[config.mk]
export PLATFORM = sky130hd
export DESIGN_NAME = fir_folded
export DESIGN_NICKNAME = d
export VERILOG_FILES = /design/src/rtl/fir_folded.sv
export SDC_FILE = /design/constraint.sdc
export NUM_CORES = 1
export LEC_CHECK = 0
export BUFFER_PORTS_ARGS = -buffer_cell sky130_fd_sc_hd__buf_4
export CORE_UTILIZATION = 35
export CTS_BUF_LIST = sky130_fd_sc_hd__clkbuf_4
export DETAILED_ROUTE_END_ITERATION = 10
export SLEW_MARGIN = 30
export SYNTH_ARGS = -nofsm -noshare
export SYNTH_HDL_FRONTEND = slang
export SYNTH_SLANG_ARGS = --single-unit
[constraint.sdc]
create_clock -name CLK -period 21.6 [get_ports CLK]
set_input_delay 4.32 -clock CLK [delete_from_list [all_inputs] [get_ports CLK]]
set_output_delay 4.32 -clock CLK [all_outputs]
set_load 0.02 [all_outputs]
[src/rtl/fir_folded.sv]
// Folded FIR filter: one shared multiply-accumulate unit walks all ORDER+1 taps per sample,
// with run-time loadable coefficients, round-half-up scaling and output saturation.
module fir_folded #(
    parameter int DATA_WIDTH = 13,
    parameter int COEF_WIDTH = 13,
    parameter int ORDER      = 8,
    parameter int FRAC_BITS  = 12
) (
    input  logic                             CLK,
    input  logic                             RST,
    input  logic                             VIN,
    output logic                             RDY,
    input  logic signed [DATA_WIDTH-1:0]     DIN,
    input  logic                             COEF_WE,
    input  logic [$clog2(ORDER+1)-1:0]       COEF_ADDR,
    input  logic signed [COEF_WIDTH-1:0]     COEF_DIN,
    output logic signed [DATA_WIDTH-1:0]     DOUT,
    output logic                             VOUT
);
    localparam int ADDR_W = $clog2(ORDER + 1);
    localparam int PROD_W = DATA_WIDTH + COEF_WIDTH;
    localparam int ACC_W  = PROD_W + ADDR_W;
    localparam int RND_SH = (FRAC_BITS > 0) ? FRAC_BITS - 1 : 0;
    localparam logic [ADDR_W-1:0] LAST_TAP = ADDR_W'(ORDER);
    localparam logic signed [ACC_W:0] SAT_MAX = {{(ACC_W-DATA_WIDTH+2){1'b0}}, {(DATA_WIDTH-1){1'b1}}};
    localparam logic signed [ACC_W:0] SAT_MIN = {{(ACC_W-DATA_WIDTH+2){1'b1}}, {(DATA_WIDTH-1){1'b0}}};

    typedef enum logic [1:0] {IDLE, MAC, OUT} state_t;

    state_t                       state_q, state_d;
    logic signed [DATA_WIDTH-1:0] tap_q  [ORDER+1];
    logic signed [DATA_WIDTH-1:0] tap_d  [ORDER+1];
    logic signed [COEF_WIDTH-1:0] coef_q [ORDER+1];
    logic signed [COEF_WIDTH-1:0] coef_d [ORDER+1];
    logic signed [ACC_W-1:0]      acc_q, acc_d;
    logic [ADDR_W-1:0]            k_q, k_d;
    logic signed [DATA_WIDTH-1:0] dout_q, dout_d;
    logic                         vout_q, vout_d;
    logic                         rdy_q, rdy_d;
    logic signed [PROD_W-1:0]     prod;
    logic                         accept;

    // Result is one bit wider than the accumulator so the half-LSB add cannot wrap.
    function automatic logic signed [ACC_W:0] rnd(input logic signed [ACC_W-1:0] a);
        logic signed [ACC_W:0] x;
        x = {a[ACC_W-1], a};
        if (FRAC_BITS > 0) x = x + ((ACC_W+1)'(1) <<< RND_SH);
        return x >>> FRAC_BITS;
    endfunction

    function automatic logic signed [DATA_WIDTH-1:0] sat(input logic signed [ACC_W:0] x);
        if (x > SAT_MAX) return {1'b0, {(DATA_WIDTH-1){1'b1}}};
        if (x < SAT_MIN) return {1'b1, {(DATA_WIDTH-1){1'b0}}};
        return x[DATA_WIDTH-1:0];
    endfunction

    assign accept = (state_q == IDLE) && rdy_q && VIN;
    assign prod   = coef_q[k_q] * tap_q[k_q];

    always_comb begin
        state_d = state_q;
        tap_d   = tap_q;
        coef_d  = coef_q;
        acc_d   = acc_q;
        k_d     = k_q;
        dout_d  = dout_q;
        vout_d  = 1'b0;
        rdy_d   = rdy_q;

        if ((state_q == IDLE) && COEF_WE && (COEF_ADDR <= LAST_TAP))
            coef_d[COEF_ADDR] = COEF_DIN;

        case (state_q)
            IDLE: begin
                rdy_d = 1'b1;
                if (accept) begin
                    tap_d[0] = DIN;
                    for (int i = 1; i <= ORDER; i++) tap_d[i] = tap_q[i-1];
                    acc_d   = '0;
                    k_d     = '0;
                    rdy_d   = 1'b0;
                    state_d = MAC;
                end
            end
            MAC: begin
                acc_d = acc_q + ACC_W'(prod);
                if (k_q == LAST_TAP) state_d = OUT;
                else                 k_d = k_q + 1'b1;
            end
            OUT: begin
                dout_d  = sat(rnd(acc_q));
                vout_d  = 1'b1;
                rdy_d   = 1'b1;
                state_d = IDLE;
            end
            default: state_d = IDLE;
        endcase
    end

    always_ff @(posedge CLK or posedge RST) begin
        if (RST) begin
            state_q <= IDLE;
            for (int i = 0; i <= ORDER; i++) begin
                tap_q[i]  <= '0;
                coef_q[i] <= '0;
            end
            acc_q  <= '0;
            k_q    <= '0;
            dout_q <= '0;
            vout_q <= 1'b0;
            rdy_q  <= 1'b0;
        end else begin
            state_q <= state_d;
            tap_q   <= tap_d;
            coef_q  <= coef_d;
            acc_q   <= acc_d;
            k_q     <= k_d;
            dout_q  <= dout_d;
            vout_q  <= vout_d;
            rdy_q   <= rdy_d;
        end
    end

    assign RDY  = rdy_q;
    assign DOUT = dout_q;
    assign VOUT = vout_q;
endmodule

== Word-level counts from Yosys, hierarchy flattened ==
Cells that the tools add are included.

* Word-level logic and storage cells: 84
* Flip-flop bits (word level): 285
* Input bits: 34
* Memory bits (read-only): 0
* Output and inout bits: 15
* Memories kept: 0
* Latch bits: 0
* RAM bits: 0

* $lt $le $gt $ge: 6
* Equality and inequality tests: 6
* Bitwise operators: 2
* Reduce and logical (&&, ||, !) cells: 12
* Divide/modulo/power cells: 0
* Add/sub/neg operators: 3
* Shifts and indexed selects: 0
* Multiply operators: 1
* Muxes and demuxes: 30

{| class="wikitable"
|+ Operators with widths
! cell !! number
|-
| bitwise mux 117 bit || 1
|-
| two-way mux 13 bit || 9
|-
| binary-select mux 13 bit (select 4 bit) || 2
|-
| one-hot mux 30 bit (2 select lines) || 1
|-
| demux 13 bit (select 4 bit) || 1
|-
| adder 30 x 13 -> 31 bit, second input constant || 1
|-
| two-way mux 31 bit || 1
|-
| adder 30 x 26 -> 30 bit || 1
|-
| two-way mux 30 bit || 1
|-
| multiplier 13 x 13 -> 26 bit || 1
|-
| > comparator 19 x 13 -> 1 bit, second input constant || 1
|-
| less-than comparator 19 x 13 -> 1 bit, second input constant || 1
|-
| >= comparator 5 bit, second input constant || 2
|-
| NOT 4 -> 5 bit || 2
|-
| two-way mux 4 bit || 2
|-
| one-hot mux 4 bit (2 select lines) || 1
|-
| two-way mux 1 bit || 7
|-
| != test 2 bit, second input constant || 3
|-
| AND reduction 2 bit || 3
|-
| logical AND 1 bit || 5
|-
| less-than comparator 5 x 1 -> 1 bit, second input constant || 1
|-
| adder 4 x 1 -> 4 bit, second input constant || 1
|-
| == test 4 bit, second input constant || 1
|-
| less-or-equal comparator 4 bit, second input constant || 1
|-
| other kinds (8) || 10
|}

== Longest topological paths before layout ==
* Depth in word-level cells: 9
* Gate-level depth with buffers: 30

== Worst setup path before layout ==
Ideal clock, no wire load.

* Path kind: flip-flop to flip-flop
* Start: register k_q[0]
* End: register acc_q[28]
* Required time: 21.465 ns
* Library setup time: 0.135 ns
* Arrival: 7.268 ns
* Stages on the path, launching flop included: 24
* Path buffers: 2
* Path slack: 14.198 ns
* Cell sequence: dfrtp_1 > buf_6 > nor4b_4 > clkbuf_1 > a21oi_1 > or2_2 > fa_1 > inv_1 > fa_1 > fa_1 > fa_1 > fa_1 > inv_1 > fa_1 > inv_1 > ha_1 > and2_1 > a2111oi_0 > nand2b_1 > o2111a_1 > nor3_1 > o311ai_1 > xnor2_1 > o21ai_0

* Word-level cells in the longest chain between the ends: 7
* Elaborated cells between the ends (all ways): 10
* Classes of those cells: 1 x add/sub; 1 x mul; 7 x mux; 1 x bitwise

{| class="wikitable"
|+ Ends and longest elaborated chain
! item !! RTL line !! RTL
|-
| start: declaration || 36 || <nowiki>logic [ADDR_W-1:0] k_q, k_d;</nowiki>
|-
| start signal: assignment || 117 || <nowiki>k_q <= k_d;</nowiki>
|-
| NOT 4 -> 5 bit (not written as such) (*) || 58 || <nowiki>assign prod = coef_q[k_q] * tap_q[k_q];</nowiki>
|-
| binary-select mux 13 bit (select 4 bit) || 58 ||
|-
| two-way mux 13 bit (not written as such) (2 in a row) || 58 ||
|-
| multiplier 13 x 13 -> 26 bit (*) || 58 ||
|-
| adder 30 x 26 -> 30 bit (*) || 86 || <nowiki>acc_d = acc_q + ACC_W'(prod);</nowiki>
|-
| one-hot mux 30 bit (2 select lines) (*) || 73 || <nowiki>case (state_q)</nowiki>
|-
| end signal: assignment || 107 || <nowiki>acc_q <= '0;</nowiki>
|-
| end signal: assignment || 116 || <nowiki>acc_q <= acc_d;</nowiki>
|-
| end: declaration || 35 || <nowiki>logic signed [ACC_W-1:0] acc_q, acc_d;</nowiki>
|}

Every way passes the cells marked *; elsewhere a longest branch is shown, timed or not. The select of a mux whose other input is x is not followed.
A chain may end at the register's enable or synchronous reset.

== Worst setup path in the final report ==
Same ends and word-level chain as after synthesis.

==> reports/qor.yml <==
outcome:
  status: "completed"
yosys:
  netlist.area_leader.share_pct: 33.7
  yosys-top-cells-area: "dfrtp_1 34%, fa_1 20%, mux2_2 12%"
  syn_inst: 1866
  async_flop_share_pct: 100
  synth_ff_type: "dfrtp_1"
  synthDistinctLibCells: 65
  yosysSeqAreaShare_pct: 33.7
  ys_ff_latch: 285
  synth.largest_area_cell: "dfrtp_1"
  yosys_warnings: 0
  synth.cell_area_sq_um: 21200
  synth_nets: 2205
  syn_area_per_cell_sq_um: 11.4
  synth-edff-count: 0
grt:
  grt_overflow_total: 0
  grt_pass1_wl_um: 77900
  grt_max_degree: 123
  track_usage_pct: 16.0
  grt_pass1_vias: 14694
  antenna_found_initial: 1
setup_path:
  rrSetupSlack_ns: 12.76
  required_ns: 22.32
  r2r_cells: 24
  worst_path_most_repeated_cell: "fa_1"
  r2r_end: "acc_q[28]"
  crit_fanout: 41
  criticalPathCategory: "reg2reg"
  arrival_ns: 9.56
  slowest_stage: "fa_2"
  crit_path_start: "k_q[0]"
  critPathCapture: "acc_q[28]"
  cpPeakStageDelay_ns: 0.89
  crit_path_start_kind: "register"
  reg2reg_from: "k_q[0]"
  crit_path_end_kind: "register"
  crit_chain: "buf_4 -> nor4b_4 -> buf_4 -> a21oi_1 -> buf_4 -> nand2b_1 -> fa_2 -> inv_1 -> fa_1 -> fa_1 -> fa_1 -> fa_1 -> inv_1 -> fa_1 -> inv_1 -> ha_1 -> and2_1 -> a2111oi_0 -> nand2b_1 -> o2111a_1 -> nor3_1 -> o311ai_1 -> xnor2_1 -> o21ai_0"
sta:
  rsz0062_at_grt: "no"
  fin_skew_ns: 0.0712
  holdWs_ns: 0.479
  layout_min_cycle_time_ns: 8.84
  period_share_pct: 40.9
  slew_headroom_pct: 34.6
  setup_viol: 0
  hold_viol_final: 0
  tightest_slew_ns: 0.979
  finalMaxSlewViolations: 0
  max_freq_mhz: 113
  finalSetupTns_ns: 0
floorplanning:
  io_pins: 49
  initial_core_util_pct: 35.6
  die_area_sq_um: 61500
  rows: 89
  core_sq_um: 59500
  die_h_um: 248
  die_x_um: 248
min_path:
  hold_class: "reg2reg"
  whs_path_depth: 1
  hold_start: "tap_q[51]"
layout:
  areaGrowthSynthToFinish_pct: 11.1
  layout_commonest_cell: "inv_1"
  design_area_sq_um: 23600
  drive_above_1_share_pct: 26.1
  nets: 2290
  most-common-layout-cells: "315 x inv_1, 282 x dfrtp_1, 235 x mux2_2"
placement:
  io_buffer_count: 48
  dp_hpwl_um: 34200
  gp_congestion: 0.879
  place_area_sq_um: 22500
run:
  timing.max_cap.violations: 0
detailed_routing:
  vias: 13482
  wl_per_cell_um: 16.6
  finalWirelength_um: 46100
  drt_first_iter_violations: 748
  drcViolationCount: 0
  via_per_inst: 4.85
  postRouteAntennaNets: 0
  firstDrtPassIters: 5
cts:
  post_cts_buffers: 0
  clk_path_buf_depth: 3
  cts.sinks: 285
  ctsRootBufferMaster: "clkbuf_4"
  cts-resized-gates: 0
  clk_latency_ns: 0.85
  cts.htree.levels: 3
  cts_tree: "built"
  cts.clk_slew.worst_paths_ns: 0.07
  cts_buffers: 77
  holdBufCountCts: 0
==> cell type report <==
class | count | area (sq um)
flip-flops and latches | 285 | 7140
multi-input cells | 1193 | 12600
clock buffers | 118 | 886
repair buffers | 78 | 633
diodes | 3 | 7.51
fillers | 5791 | 35900
well taps | 773 | 967
clock inverters | 14 | 100
inverters | 316 | 1190
==> logic make-up after synthesis <==
family	count (synthesis)	synth area share (%)
muxes	315	19.3
buffers and inverters	388	7.07
and+or+nand+nor	368	7.65
AOI/OAI and AO/OA	157	4.64
xor gates and xnor gates	48	2.02
adders and majority gates	305	25.6
DFF	285	33.7
==> sequential cells by signal, indices dropped and copies added, names as in the netlist <==
| register | count |
|---|---|
| DOUT | 13 |
| state_q | 2 |
| VOUT | 1 |
| k_q | 4 |
| RDY | 1 |
| acc_q | 30 |
| tap_q | 117 |
| coef_q | 117 |
==> critical path, delay by kind of cell (launching register included) <==
kind / cells / cell delay, ns
fa+ha+maj: 7 / 3.77
simple gates: 5 / 1.54
compound gates: 5 / 1.43
buf+inv: 6 / 1.26
flops: 1 / 0.62
xor+xnor: 1 / 0.14
==> synthesized netlist by cell type (all sizes together), types with 2 or more instances <==
library cell  number
a2111oi            2
a211oi             5
a21o               4
a21oi             43
a22o               3
a31oi              2
and2               4
and3               4
and4               2
buf               21
clkbuf            51
dfrtp            285
fa               215
ha                90
inv              316
mux2             235
mux2i             28
mux4              52
nand2            143
nand2b            16
nand3             18
nand3b             2
nand4              7
nor2             134
nor2b              8
nor3              12
nor3b              3
nor4               3
o211ai             5
o21a              14
o21ai             54
o22ai              9
o31ai              2
o41ai              2
or2                6
or3                4
xnor2             31
xor2              17
==> per-stage QoR <==
step,util [%],setup WS (ns),instances
global placement,37.8,12.61,2642
global route,39.6,12.16,2778
floorplan,-,9.42,1866
finish,39.6,12.76,2780
detailed placement,37.9,12.47,2644
CTS,39.5,12.48,2776
==> routing by layer <==
metal  share of wire (%)  global-route usage [%]
met1                  47                    22.0
met2                  46                    25.4
met3                 4.8                    2.95
met4                 1.6                    5.02
met5                   0                       0
==> worst min path at each step <==
stage / endpoint / slack (ns)
2_1_floorplan: acc_q[10] / 0.46
3_3_place_gp: DOUT[12] / 0.47
3_5_place_dp: DOUT[12] / 0.47
4_1_cts: tap_q[12] / 0.45
5_1_grt: tap_q[64] / 0.49
6_report: tap_q[38] / 0.48
Power is left out: the tool's default activity adds up to more than one toggle a clock period on the data nets, which glitch-free logic cannot reach.
